<file path="config.mk">
export PLATFORM = sky130hd
export DESIGN_NAME = temp_sample_controller
export DESIGN_NICKNAME = d
export VERILOG_FILES = /design/src/rtl/temp_sample_controller.sv
export SDC_FILE = /design/constraint.sdc
export NUM_CORES = 1
export LEC_CHECK = 0
export CAP_MARGIN = 5
export CELL_PAD_IN_SITES_DETAIL_PLACEMENT = 1
export CELL_PAD_IN_SITES_GLOBAL_PLACEMENT = 2
export CORE_MARGIN = 2
export CORE_UTILIZATION = 29
export DETAILED_ROUTE_END_ITERATION = 7
export PLACE_DENSITY = 0.85
export REMOVE_ABC_BUFFERS = 1
export SLEW_MARGIN = 5
export SYNTH_ARGS = -nofsm -noshare
export SYNTH_HDL_FRONTEND = slang
export SYNTH_SLANG_ARGS = --single-unit
</file>
<file path="constraint.sdc">
create_clock -name clk -period 5.25 [get_ports clk]
set_input_delay 0.525 -clock clk [delete_from_list [all_inputs] [get_ports clk]]
set_output_delay 0.525 -clock clk [all_outputs]
set_load 0.01 [all_outputs]
</file>
<file path="src/rtl/temp_sample_controller.sv">
// Periodic temperature sampler: triggers an ADC conversion every SAMPLE_DIV
// clocks, runs the result through an external calculator and publishes a
// 2^AVG_LOG2-sample average over a valid/ready handshake.
module temp_sample_controller #(
  parameter int unsigned SAMPLE_DIV  = 16,
  parameter int unsigned AVG_LOG2    = 2,
  parameter int unsigned CALC_LAT    = 1,
  parameter int unsigned ADC_TIMEOUT = 8,
  parameter logic [31:0] DEF_BASE    = 32'd1,
  parameter logic [7:0]  DEF_REF     = 8'd24
) (
  input  logic        clk,
  input  logic        rst,
  input  logic        enable,
  input  logic        cfg_load,
  input  logic [31:0] cfg_base,
  input  logic [7:0]  cfg_ref,
  output logic        adc_start,
  input  logic        adc_done,
  input  logic [15:0] adc_data_in,
  output logic [31:0] tc_base,
  output logic [7:0]  tc_ref,
  output logic [15:0] tc_adc,
  input  logic [31:0] tc_tempc,
  output logic [31:0] temp_out,
  output logic        temp_valid,
  input  logic        temp_ready,
  output logic        err_timeout,
  output logic        overrun,
  input  logic        err_clr,
  output logic        busy
);

  localparam int unsigned TICK_W = (SAMPLE_DIV > 1) ? $clog2(SAMPLE_DIV) : 1;
  localparam int unsigned TO_W   = (ADC_TIMEOUT > 1) ? $clog2(ADC_TIMEOUT) : 1;
  localparam int unsigned CALC_W = (CALC_LAT > 1) ? $clog2(CALC_LAT) : 1;
  localparam int unsigned CNT_W  = AVG_LOG2 + 1;
  localparam int unsigned ACC_W  = 32 + AVG_LOG2;

  localparam logic [TICK_W-1:0] TICK_LAST  = TICK_W'(SAMPLE_DIV - 1);
  localparam logic [TO_W-1:0]   TO_LAST    = TO_W'(ADC_TIMEOUT - 1);
  localparam logic [CALC_W-1:0] CALC_LAST  = CALC_W'(CALC_LAT - 1);
  localparam logic [CNT_W-1:0]  COUNT_LAST = CNT_W'((1 << AVG_LOG2) - 1);

  typedef enum logic [2:0] {
    S_IDLE,
    S_WAIT_TICK,
    S_START,
    S_CONVERT,
    S_CALC,
    S_ACCUM,
    S_PUBLISH
  } state_t;

  state_t              r_state;
  state_t              w_next;
  logic [TICK_W-1:0]   r_tick_cnt;
  logic [TO_W-1:0]     r_to_cnt;
  logic [CALC_W-1:0]   r_calc_cnt;
  logic [CNT_W-1:0]    r_count;
  logic [ACC_W-1:0]    r_acc;
  logic [ACC_W-1:0]    w_acc_sum;
  logic [31:0]         r_shadow_base;
  logic [7:0]          r_shadow_ref;
  logic [31:0]         r_tc_base;
  logic [7:0]          r_tc_ref;
  logic [15:0]         r_tc_adc;
  logic [31:0]         r_temp_out;
  logic                r_temp_valid;
  logic                r_adc_start;
  logic                r_err_timeout;
  logic                r_overrun;
  logic                r_busy;
  logic                w_tick;
  logic                w_launch;
  logic                w_accept;
  logic                w_timeout;
  logic                w_accum;
  logic                w_avg_done;
  logic                w_abort;
  logic                w_overrun;

  assign w_tick    = enable && (r_state != S_IDLE) && (r_tick_cnt == TICK_LAST);
  assign w_overrun = w_tick && (r_state != S_WAIT_TICK);
  assign w_acc_sum = r_acc + ACC_W'(tc_tempc);

  // State register
  always_ff @(posedge clk or posedge rst) begin
    if (rst) r_state <= S_IDLE;
    else     r_state <= w_next;
  end

  // Next-state and per-cycle action decode
  always_comb begin
    w_next     = r_state;
    w_launch   = 1'b0;
    w_accept   = 1'b0;
    w_timeout  = 1'b0;
    w_accum    = 1'b0;
    w_avg_done = 1'b0;
    w_abort    = 1'b0;
    case (r_state)
      S_IDLE: begin
        if (enable) w_next = S_WAIT_TICK;
      end
      S_WAIT_TICK: begin
        if (!enable) begin
          w_next  = S_IDLE;
          w_abort = 1'b1;
        end else if (w_tick) begin
          w_next   = S_START;
          w_launch = 1'b1;
        end
      end
      S_START: begin
        w_abort = !enable;
        w_next  = enable ? S_CONVERT : S_IDLE;
      end
      S_CONVERT: begin
        if (!enable) begin
          w_next  = S_IDLE;
          w_abort = 1'b1;
        end else if (adc_done) begin
          w_next   = S_CALC;
          w_accept = 1'b1;
        end else if (r_to_cnt == TO_LAST) begin
          w_next    = S_WAIT_TICK;
          w_timeout = 1'b1;
        end
      end
      S_CALC: begin
        if (!enable) begin
          w_next  = S_IDLE;
          w_abort = 1'b1;
        end else if (r_calc_cnt == CALC_LAST) begin
          w_next = S_ACCUM;
        end
      end
      S_ACCUM: begin
        if (!enable) begin
          w_next  = S_IDLE;
          w_abort = 1'b1;
        end else begin
          w_accum = 1'b1;
          if (r_count == COUNT_LAST) begin
            w_avg_done = 1'b1;
            w_next     = S_PUBLISH;
          end else begin
            w_next = S_WAIT_TICK;
          end
        end
      end
      S_PUBLISH: begin
        if (r_temp_valid && temp_ready) w_next = enable ? S_WAIT_TICK : S_IDLE;
      end
      default: w_next = S_IDLE;
    endcase
  end

  // Sample timebase and the per-conversion/settle counters
  always_ff @(posedge clk or posedge rst) begin
    if (rst) begin
      r_tick_cnt <= '0;
      r_to_cnt   <= '0;
      r_calc_cnt <= '0;
    end else begin
      if (r_state == S_IDLE)          r_tick_cnt <= '0;
      else if (enable)                r_tick_cnt <= (r_tick_cnt == TICK_LAST) ? '0
                                                    : r_tick_cnt + TICK_W'(1);
      // Counts from the adc_start cycle so the timeout lands ADC_TIMEOUT clocks after it
      if (w_launch)                   r_to_cnt <= '0;
      else if (((r_state == S_START) || (r_state == S_CONVERT)) && (r_to_cnt != TO_LAST))
                                      r_to_cnt <= r_to_cnt + TO_W'(1);
      if (w_accept)                   r_calc_cnt <= '0;
      else if ((r_state == S_CALC) && (r_calc_cnt != CALC_LAST))
                                      r_calc_cnt <= r_calc_cnt + CALC_W'(1);
    end
  end

  // Configuration shadow and calculator operand registers
  always_ff @(posedge clk or posedge rst) begin
    if (rst) begin
      r_shadow_base <= DEF_BASE;
      r_shadow_ref  <= DEF_REF;
      r_tc_base     <= DEF_BASE;
      r_tc_ref      <= DEF_REF;
      r_tc_adc      <= '0;
    end else begin
      if (cfg_load) begin
        r_shadow_base <= cfg_base;
        r_shadow_ref  <= cfg_ref;
      end
      if (w_launch) begin
        r_tc_base <= r_shadow_base;
        r_tc_ref  <= r_shadow_ref;
      end
      if (w_accept) r_tc_adc <= adc_data_in;
    end
  end

  // Averaging datapath and registered handshake/status outputs
  always_ff @(posedge clk or posedge rst) begin
    if (rst) begin
      r_acc         <= '0;
      r_count       <= '0;
      r_temp_out    <= '0;
      r_temp_valid  <= 1'b0;
      r_adc_start   <= 1'b0;
      r_busy        <= 1'b0;
      r_err_timeout <= 1'b0;
      r_overrun     <= 1'b0;
    end else begin
      r_adc_start  <= w_launch;
      r_busy       <= (w_next != S_IDLE);
      r_temp_valid <= (w_next == S_PUBLISH);
      if (w_abort) begin
        r_acc   <= '0;
        r_count <= '0;
      end else if (w_avg_done) begin
        r_temp_out <= 32'(w_acc_sum >> AVG_LOG2);
        r_acc      <= '0;
        r_count    <= '0;
      end else if (w_accum) begin
        r_acc   <= w_acc_sum;
        r_count <= r_count + CNT_W'(1);
      end
      // Set wins over a same-cycle clear
      if (w_timeout)    r_err_timeout <= 1'b1;
      else if (err_clr) r_err_timeout <= 1'b0;
      if (w_overrun)    r_overrun <= 1'b1;
      else if (err_clr) r_overrun <= 1'b0;
    end
  end

  assign adc_start   = r_adc_start;
  assign tc_base     = r_tc_base;
  assign tc_ref      = r_tc_ref;
  assign tc_adc      = r_tc_adc;
  assign temp_out    = r_temp_out;
  assign temp_valid  = r_temp_valid;
  assign err_timeout = r_err_timeout;
  assign overrun     = r_overrun;
  assign busy        = r_busy;

endmodule

</file>
# Word-level counts from Yosys, hierarchy flattened
# Cells that the tools add are included.
# Widths: inputs -> output; s select.
[totals]
out_inout_bits = 93
register_bits = 181
word_cells = 101
input_bits = 95
[classes]
eq_ne = 12
n_addsub = 5
muxes = 47
n_bitwise = 1
n_reduce_logical = 19
[ops]
columns = ["cell", "n"]
rows = [
  ["$mux 34", 3],
  ["$mux 3", 16],
  ["$add 34x32->34", 1],
  ["$mux 1", 22],
  ["$pmux 3 s7", 1],
  ["$eq 3x3->1 const B", 5],
  ["$mux 4", 3],
  ["$reduce_bool 2->1", 5],
  ["$eq 3x2->1 const B", 3],
  ["$reduce_bool 3->1", 3],
  ["$add 3x1->3 const B", 2],
  ["$logic_and 1x1->1", 6],
  ["$add 4x1->4 const B", 1],
  ["$eq 4x4->1 const B", 1],
  ["$reduce_or 4->1", 1],
  ["$eq 3x1->1 const B", 1],
  ["$logic_not 3->1", 1],
  ["$ne 3x1->1 const B", 1],
  ["$ne 3x3->1 const B", 1],
  ["$mux 2", 1],
  ["$pmux 1 s2", 1],
  ["$reduce_and 2->1", 1],
  ["$add 1x1->1 const B", 1],
  ["$logic_not 1->1", 1],
  ["2 further kinds", 2],
]

# Longest topological paths before layout
# Gate-level depths: netlist of run 1.
[logic_depth]
word_depth = 7
mapped_depth = 10

# Worst setup path after synthesis of run 1
# Ideal clock, no wire load.
[synth_timing]
path_type = "input port to flip-flop"
start = "input port tc_tempc[0]"
end = "register r_temp_out[30], in the netlist temp_out[30]"
t_arrival_ns = 2.513
slack_ns = 2.660
path_stages = 10
path_cell_list = "ha_1 > fa_1 > a21o_1 > nand4_1 > a21boi_0 > o211ai_2 > nand2_1 > a31oi_1 > mux2_1 > o21ai_1"
[synth_via]
elab_chain_len = 1
[synth_lines]
columns = ["item", "line_no", "source"]
rows = [
  ["from (decl)", "24", "input logic [31:0] tc_tempc,"],
  ["$add 34x32->34", "85", "assign w_acc_sum = r_acc + ACC_W'(tc_tempc);"],
  ["to (signal assigned)", "220", "r_temp_out <= 32'(w_acc_sum >> AVG_LOG2);"],
  ["to (decl)", "68", "logic [31:0] r_temp_out;"],
]
# No other way between the ends.
# A chain may end at the register's enable or synchronous reset.

# Worst setup path after layout of run 1
[layout_timing]
start = "input port tc_tempc[10]"
end = "register r_acc[26]"
[layout_via]
elab_chain_len = 4
[layout_lines]
columns = ["item", "line_no", "source"]
rows = [
  ["$add 34x32->34", "85", ""],
  ["$mux 34", "223", "end else if (w_accum) begin"],
  ["$mux 34", "219", "end else if (w_avg_done) begin"],
  ["$mux 34", "216", "if (w_abort) begin"],
  ["to (signal assigned)", "224", "r_acc <= w_acc_sum;"],
  ["to (decl)", "61", "logic [ACC_W-1:0] r_acc;"],
]
# No other way between the ends. The select of a mux whose other input is x is not followed.

==> summary.txt, run 1 <==
Placed design
  – Pre-CTS setup slack: 1.781 ns
  – Number of cells after detailed placement: 1357
  – Port buffer count: 187
  – Dpl hpwl: 17460 um
  – Placer congestion estimate: 0.7676

Timing
  – Clk_skew: 0.01064 ns
  – # setup viols final: 0
  – Slew @ Worst Pin: 1.033 ns
  – Relative slew margins: 30.94%
  – Final Max Slew Viols: 0
  – Final hold violation count: 0
  – Highest Clock Rate: 0.3254 GHz
  – Period minus WS final: 3.073 ns
  – Worst setup margin: 2.177 ns
  – Final period utilization: 58.54%
  – Unrepaired setup endpoints after global routing: no

Power
  – Sw Share: 24.93%
  – Comb pwr share: 7.6%
  – Flop pwr share: 49.3%
  – Int Power: 2.204 mW
  – Sw Pwr: 0.7320 mW
  – Tot Pwr: 2.936 mW
  – P_leak: 5.329 nW
  – Clk pwr share: 43.2%
  – Power Density: 253.6 nW/um^2
  – Peak supply drop: 0.1913 mV

Critical path
  – Crit-path max cell delay: 0.47 ns
  – R2r worst-path depth: 9
  – Reg-to-reg endpoint: r_acc[26]
  – Slowest CP cell: ha_1
  – Crit start category: input pin
  – R2R setup slack: 2.31 ns
  – Worst Setup End Kind: flop
  – Setup CP Type: input pin to flop
  – Critical Path Fanout Max: 9
  – Worst r2r src: r_acc[10]
  – Crit-path most repeated cell: nor3_1
  – Critical path cell sequence: clkdlybuf4s50_1 > ha_1 > nand4_1 > nor3_1 > a21boi_0 > o211ai_2 > a31oi_1 > nor3_1 > a311oi_1 > o21ai_0
  – WP data required: 5.55 ns
  – WP data arrival: 3.37 ns

Yosys
  – EDFF count, synth: 0
  – Compound-Gate Fraction of Synth Area: 14.05%
  – Synth Area per Inst: 10.77 um^2
  – Largest family of logic cells by synthesized area: compound AO/OA/AOI/OAI gates
  – Seq/Total Area, Yosys: 51.70%
  – Synth Flop Type: dfrtp_1
  – Adder-Cell Fraction of Synth Area: 5.504%
  – Xor-xnor portion of the synthesized cell area: 2.795%
  – Synth area leaders: dfrtp_1 50%, mux2_2 10%, nand2_1 7.4%
  – Yosys reg bits: 181
  – Multiplexer share of the synthesized area: 10.84%
  – Post-synthesis simple-gate area fraction: 12.41%
  – Synth Instances: 815
  – Ys Warns: 0
  – Synth top area share: 49.91%
  – Library cells used by synthesis: 64
  – Mapped Area: 8775 um^2
  – Asr flop ratio synth: 100.0%
  – Yosys top cell by area: dfrtp_1

Clock network
  – Post-CTS Resized: 0
  – Post-CTS setup buffer count: 0
  – Clk Latency, worst-skew pair: 0.44 ns
  – CTS tree: built
  – Total clock sinks: 181
  – Post-CTS Hold Buffers: 0
  – Root buf cell: clkbuf_16
  – Clk slew on worst S/H paths: 0.07 ns
  – Maximum clock path buffer count: 2
  – H-tree depth: 4
  – Number of CTS-inserted buffers: 17

Final layout
  – Nets: 1119
  – Layout cells sized above 1: 13.73%
  – Commonest non-fill, non-tap cell in the layout: clkdlybuf4s50_1
  – Post-Layout Cell Count: 1390
  – Final Util: 38.97%
  – Area growth syn-to-layout: 31.97%
  – Number of fill cells: 3295
  – Most frequent cells in the layout: 186 x clkdlybuf4s50_1, 175 x dfrtp_1, 174 x nand2_1

Routing
  – DRC: 0
  – WL/cell: 17.88 um
  – Via Count: 6722
  – DRT antenna net count: 0
  – Pre-antenna DRT Iters: 4
  – Vias/cell: 4.836
  – Initial DRC count: 393
  – Final WL: 24850 um

GRT
  – Gr ovfl total: 0
  – Global-route wire length before repair: 39510 um
  – Initial antenna violation count: 0
  – Number of global-route vias before repair: 7127
  – Maximum number of pins on one net before global-route repair: 119
  – Total track usage: 16.15%

Floorplan
  – Core Rows: 63
  – CORE AREA: 29720 um^2
  – Die Ht: 177.9 um
  – Die Area: 31660 um^2
  – Initial core utilization: 29.53%
  – Num ports: 188
  – Die W: 177.9 um

Min path
  – Hold Path Stages: 2
  – Hold Path End: tc_ref[4]
  – Hold path start: r_shadow_ref[4]
  – Worst hold path type: flop to flop

Status
  – Status: complete, no violations

Job
  – Max_cap viols: 0
## Yosys cell counts, types with 3 or more instances
cell,count
nand2_1,174
buf_1,5
nor2b_1,5
o211ai_1,5
o22ai_1,3
dfrtp_1,175
nand4_1,11
a21o_1,12
xor2_1,6
buf_2,9
a21oi_1,36
o31ai_1,5
a22oi_1,3
o21a_1,3
clkbuf_1,26
and3_1,6
a22o_1,26
or3_1,3
dfstp_2,6
nor3_1,5
a21boi_0,3
o21ai_0,28
and2_1,4
nand3_1,9
o21bai_1,5
nor2_1,25
inv_1,18
o21ai_1,7
mux2_2,79
nand2b_1,3
a31oi_1,5
xnor2_1,22
ha_1,37
a211oi_1,4
mux2i_1,5
## cells by family after synthesis
family	Yosys count
compound gates	169
xor+xnor	28
fa+ha+maj	38
buf+inv	60
flops	181
mux	85
simple gates	254
## power groups by stage
stage	combinational [mW]	clock (mW)	sequential [mW]
global placement	0.220	0	1.47
detailed placement	0.225	0	1.47
finish	0.222	1.27	1.45
floorplan	0.109	0	1.47
CTS	0.227	1.30	1.45
global route	0.245	1.36	1.45
## flip-flops by register name (all words and copies together), names as in the netlist
register,cells
r_shadow_base,32
r_count,3
tc_base,32
r_shadow_ref,8
busy,1
r_state,3
r_tick_cnt,4
err_timeout,1
temp_valid,1
tc_adc,16
temp_out,32
overrun,1
tc_ref,8
r_to_cnt,3
r_calc_cnt,1
r_acc,34
adc_start,1
## worst max path at each step
stage	depth (start not counted)	from	slack (ns)	end
4_1_cts	10	tc_tempc[10]	2.24	r_acc[26]
3_5_place_dp	10	tc_tempc[10]	1.78	r_acc[26]
5_1_grt	10	tc_tempc[10]	1.91	r_acc[26]
2_1_floorplan	1	rst	-0.18	adc_start
3_3_place_gp	10	tc_tempc[10]	1.82	r_acc[26]
6_report	10	tc_tempc[10]	2.18	r_acc[26]
## worst max-delay path, delay by kind of cell
kind | cells | cell delay [ns]
compound gates | 5 | 1.51
simple gates | 3 | 0.43
buf+inv | 1 | 0.44
fa+ha+maj | 1 | 0.47
## layer usage
| metal | up-vias | track usage (%) | part of all wire [%] |
|---|---|---|---|
| li1 | 3206 | - | - |
| met1 | 3414 | 21.43 | 45 |
| met3 | 26 | 2.806 | 2.7 |
| met5 | - | 0 | 0 |
| met4 | 0 | 5.943 | 1.9 |
| met2 | 76 | 26.37 | 50 |
## area by class of cell
| class | count | area, um^2 | share of cell area [%] |
|---|---|---|---|
| multi-input cells | 574 | 4005 | 34.59 |
| well taps | 390 | 488.0 | 4.214 |
| inverters | 19 | 78.83 | 0.6807 |
| clock buffers | 18 | 429.2 | 3.706 |
| flip-flops and latches | 181 | 4537 | 39.18 |
| clock inverters | 13 | 125.1 | 1.080 |
| diodes | 2 | 5.005 | 0.04322 |
| repair buffers | 193 | 1912 | 16.51 |
## stage by stage
stage / cell area [um^2] / hold WS, ns / TNS (ns)
after global routing: 11570 / 0.4853 / 0
after detailed placement: 11020 / 0.4488 / 0
after CTS: 11570 / 0.4619 / 0
after floorplan: 8608 / 0.4329 / -31.57
after global placement: 11020 / 0.4409 / 0
final: 11580 / 0.4585 / 0
Power figures use the tool's default switching activity.
==> inputs of run 2 (changes only) <==
- clock period: 5.25 -> 2.7 ns (I/O delays scaled with it)
==> summary.txt, run 2 (synthesized netlist as in run 1, its figures left out) <==
Status
  – Status: complete, no violations

Timing
  – Final Max Slew Viols: 0
  – Highest Clock Rate: 0.3881 GHz
  – Period minus WS final: 2.577 ns
  – # setup viols final: 0
  – TNS Setup: 0 ns
  – Final hold violation count: 0
  – Slew @ Worst Pin: 0.6040 ns
  – Relative slew margins: 59.42%
  – Worst hold slack: 0.2539 ns
  – Final period utilization: 95.44%
  – Clk_skew: 0.01080 ns
  – Unrepaired setup endpoints after global routing: no

Clock network
  – Post-CTS Hold Buffers: 0
  – Number of CTS-inserted buffers: 17
  – Root buf cell: clkbuf_16
  – CTS tree: built
  – Clk Latency, worst-skew pair: 0.44 ns
  – H-tree depth: 4
  – Total clock sinks: 181
  – Clk slew on worst S/H paths: 0.07 ns
  – Maximum clock path buffer count: 2

Critical path
  – Setup CP Type: flop to flop
  – WP data arrival: 2.91 ns
  – WP data required: 3.03 ns
  – Slowest CP cell: dfrtp_2
  – Worst r2r src: r_acc[1]
  – CP delay by family, top: compound AO/OA/AOI/OAI gates
  – Worst setup path startpoint: r_acc[1]
  – Critical Path Fanout Max: 4
  – Critical path cell sequence: ha_1 > a211oi_1 > buf_4 > o21ai_2 > a21oi_4 > o22ai_4 > a2111oi_4 > nor3_2 > xor2_1 > mux2_2
  – Crit-path max cell delay: 0.44 ns
  – Worst Setup End Kind: flop
  – WP buf/inv: 1
  – Crit start category: flop

Routing
  – DRC: 0
  – WL/cell: 17.85 um
  – DRT antenna net count: 0
  – Vias/cell: 4.821
  – Via Count: 7121
  – Initial DRC count: 308
  – Final WL: 26370 um
  – Pre-antenna DRT Iters: 4

Min path
  – Worst hold path type: input pin to asynchronous set/reset pin

Floorplan
  – Die W: 177.9 um
  – Core Rows: 63
  – Die Ht: 177.9 um
  – CORE AREA: 29720 um^2
  – Initial core utilization: 29.53%
  – Die Area: 31660 um^2
  – Num ports: 188

Final layout
  – Nets: 1205
  – Final Cell Area: 12340 um^2
  – Commonest non-fill, non-tap cell in the layout: clkdlybuf4s50_1
  – Final Util: 41.54%
  – Most frequent cells in the layout: 186 x clkdlybuf4s50_1, 174 x nand2_1, 174 x dfrtp_1
  – Max FFs per register: 34
  – Layout cells sized above 1: 22.12%
  – Reg with most FFs: r_acc
  – Area growth syn-to-layout: 40.67%

Placed design
  – Dpl hpwl: 19050 um
  – DP Area: 11700 um^2
  – Placer congestion estimate: 0.7894
  – Port buffer count: 187

GRT
  – Global-route wire length before repair: 41550 um
  – Maximum number of pins on one net before global-route repair: 64
  – Initial antenna violation count: 2
  – Gr ovfl total: 0
  – Number of global-route vias before repair: 7630
  – Total track usage: 16.97%

Power
  – Power Density: 465.7 nW/um^2
  – P_leak: 5.760 nW
  – Peak supply drop: 0.3372 mV
  – Tot Pwr: 5.748 mW

Job
  – Max_cap viols: 0
==> run 2: cell types whose count changed in the layout (fill, tap and decap cells not counted), sizes merged <==
| cell | previous run | this run |
|---|---|---|
| bufinv | 1 | 0 |
| clkbuf | 18 | 20 |
| inv | 24 | 26 |
| buf | 7 | 93 |
| clkinvlp | 3 | 1 |
==> run 2: where the power goes <==
part,internal (mW),leakage (nW),switching (mW)
registers,2.78,2.40,0.0355
clock network,1.26,0.276,1.19
logic,0.267,3.08,0.220
total,4.31,5.76,1.44
==> run 2: final timing paths <==
kind / endpoint / slack [ns] / depth (start not counted)
max in group asynchronous: r_acc[9] / 1.74 / 3
min in group clk: err_timeout / 0.43 / 2
setup reg to reg: temp_out[25] / 0.12 / 10
hold reg to reg: tc_base[0] / 0.46 / 2
hold / removal: tc_adc[7] / 0.25 / 2
setup / recovery: temp_out[25] / 0.12 / 10
==> run 2: repair_timing <==
action	CTS	global route
endpoints found under the setup margin	2	24
setup buffers	0	2
gates cloned	0	0
pin swaps	0	6
resized for setup	1	18
==> run 2: metal layers <==
layer  up-vias  part of all wire, %  global-route usage [%]
met4         0                  3.2                   7.240
met5         -                    0                       0
li1       3378                    -                       -
met2       101                   50                   28.38
met1      3600                   44                   21.62
met3        42                  2.7                   2.849
==> run 2: stage by stage <==
step,instances,setup WS [ns]
CTS,1473,0.02214
global route,1477,0.002483
global placement,1441,-0.2990
detailed placement,1441,-0.3969
finish,1477,0.1231
floorplan,774,-2.475
==> run 2: layout make-up <==
class / instances / area [um^2]
Fill cell: 3215 / 17370
Sequential cell: 181 / 4538
Multi-Input combinational cell: 574 / 4060
Timing Repair Buffer: 279 / 2608
Tap cell: 390 / 488.0
Clock buffer: 20 / 456.7
Clock inverter: 12 / 108.9
Inverter: 19 / 78.83
Antenna cell: 2 / 5.005
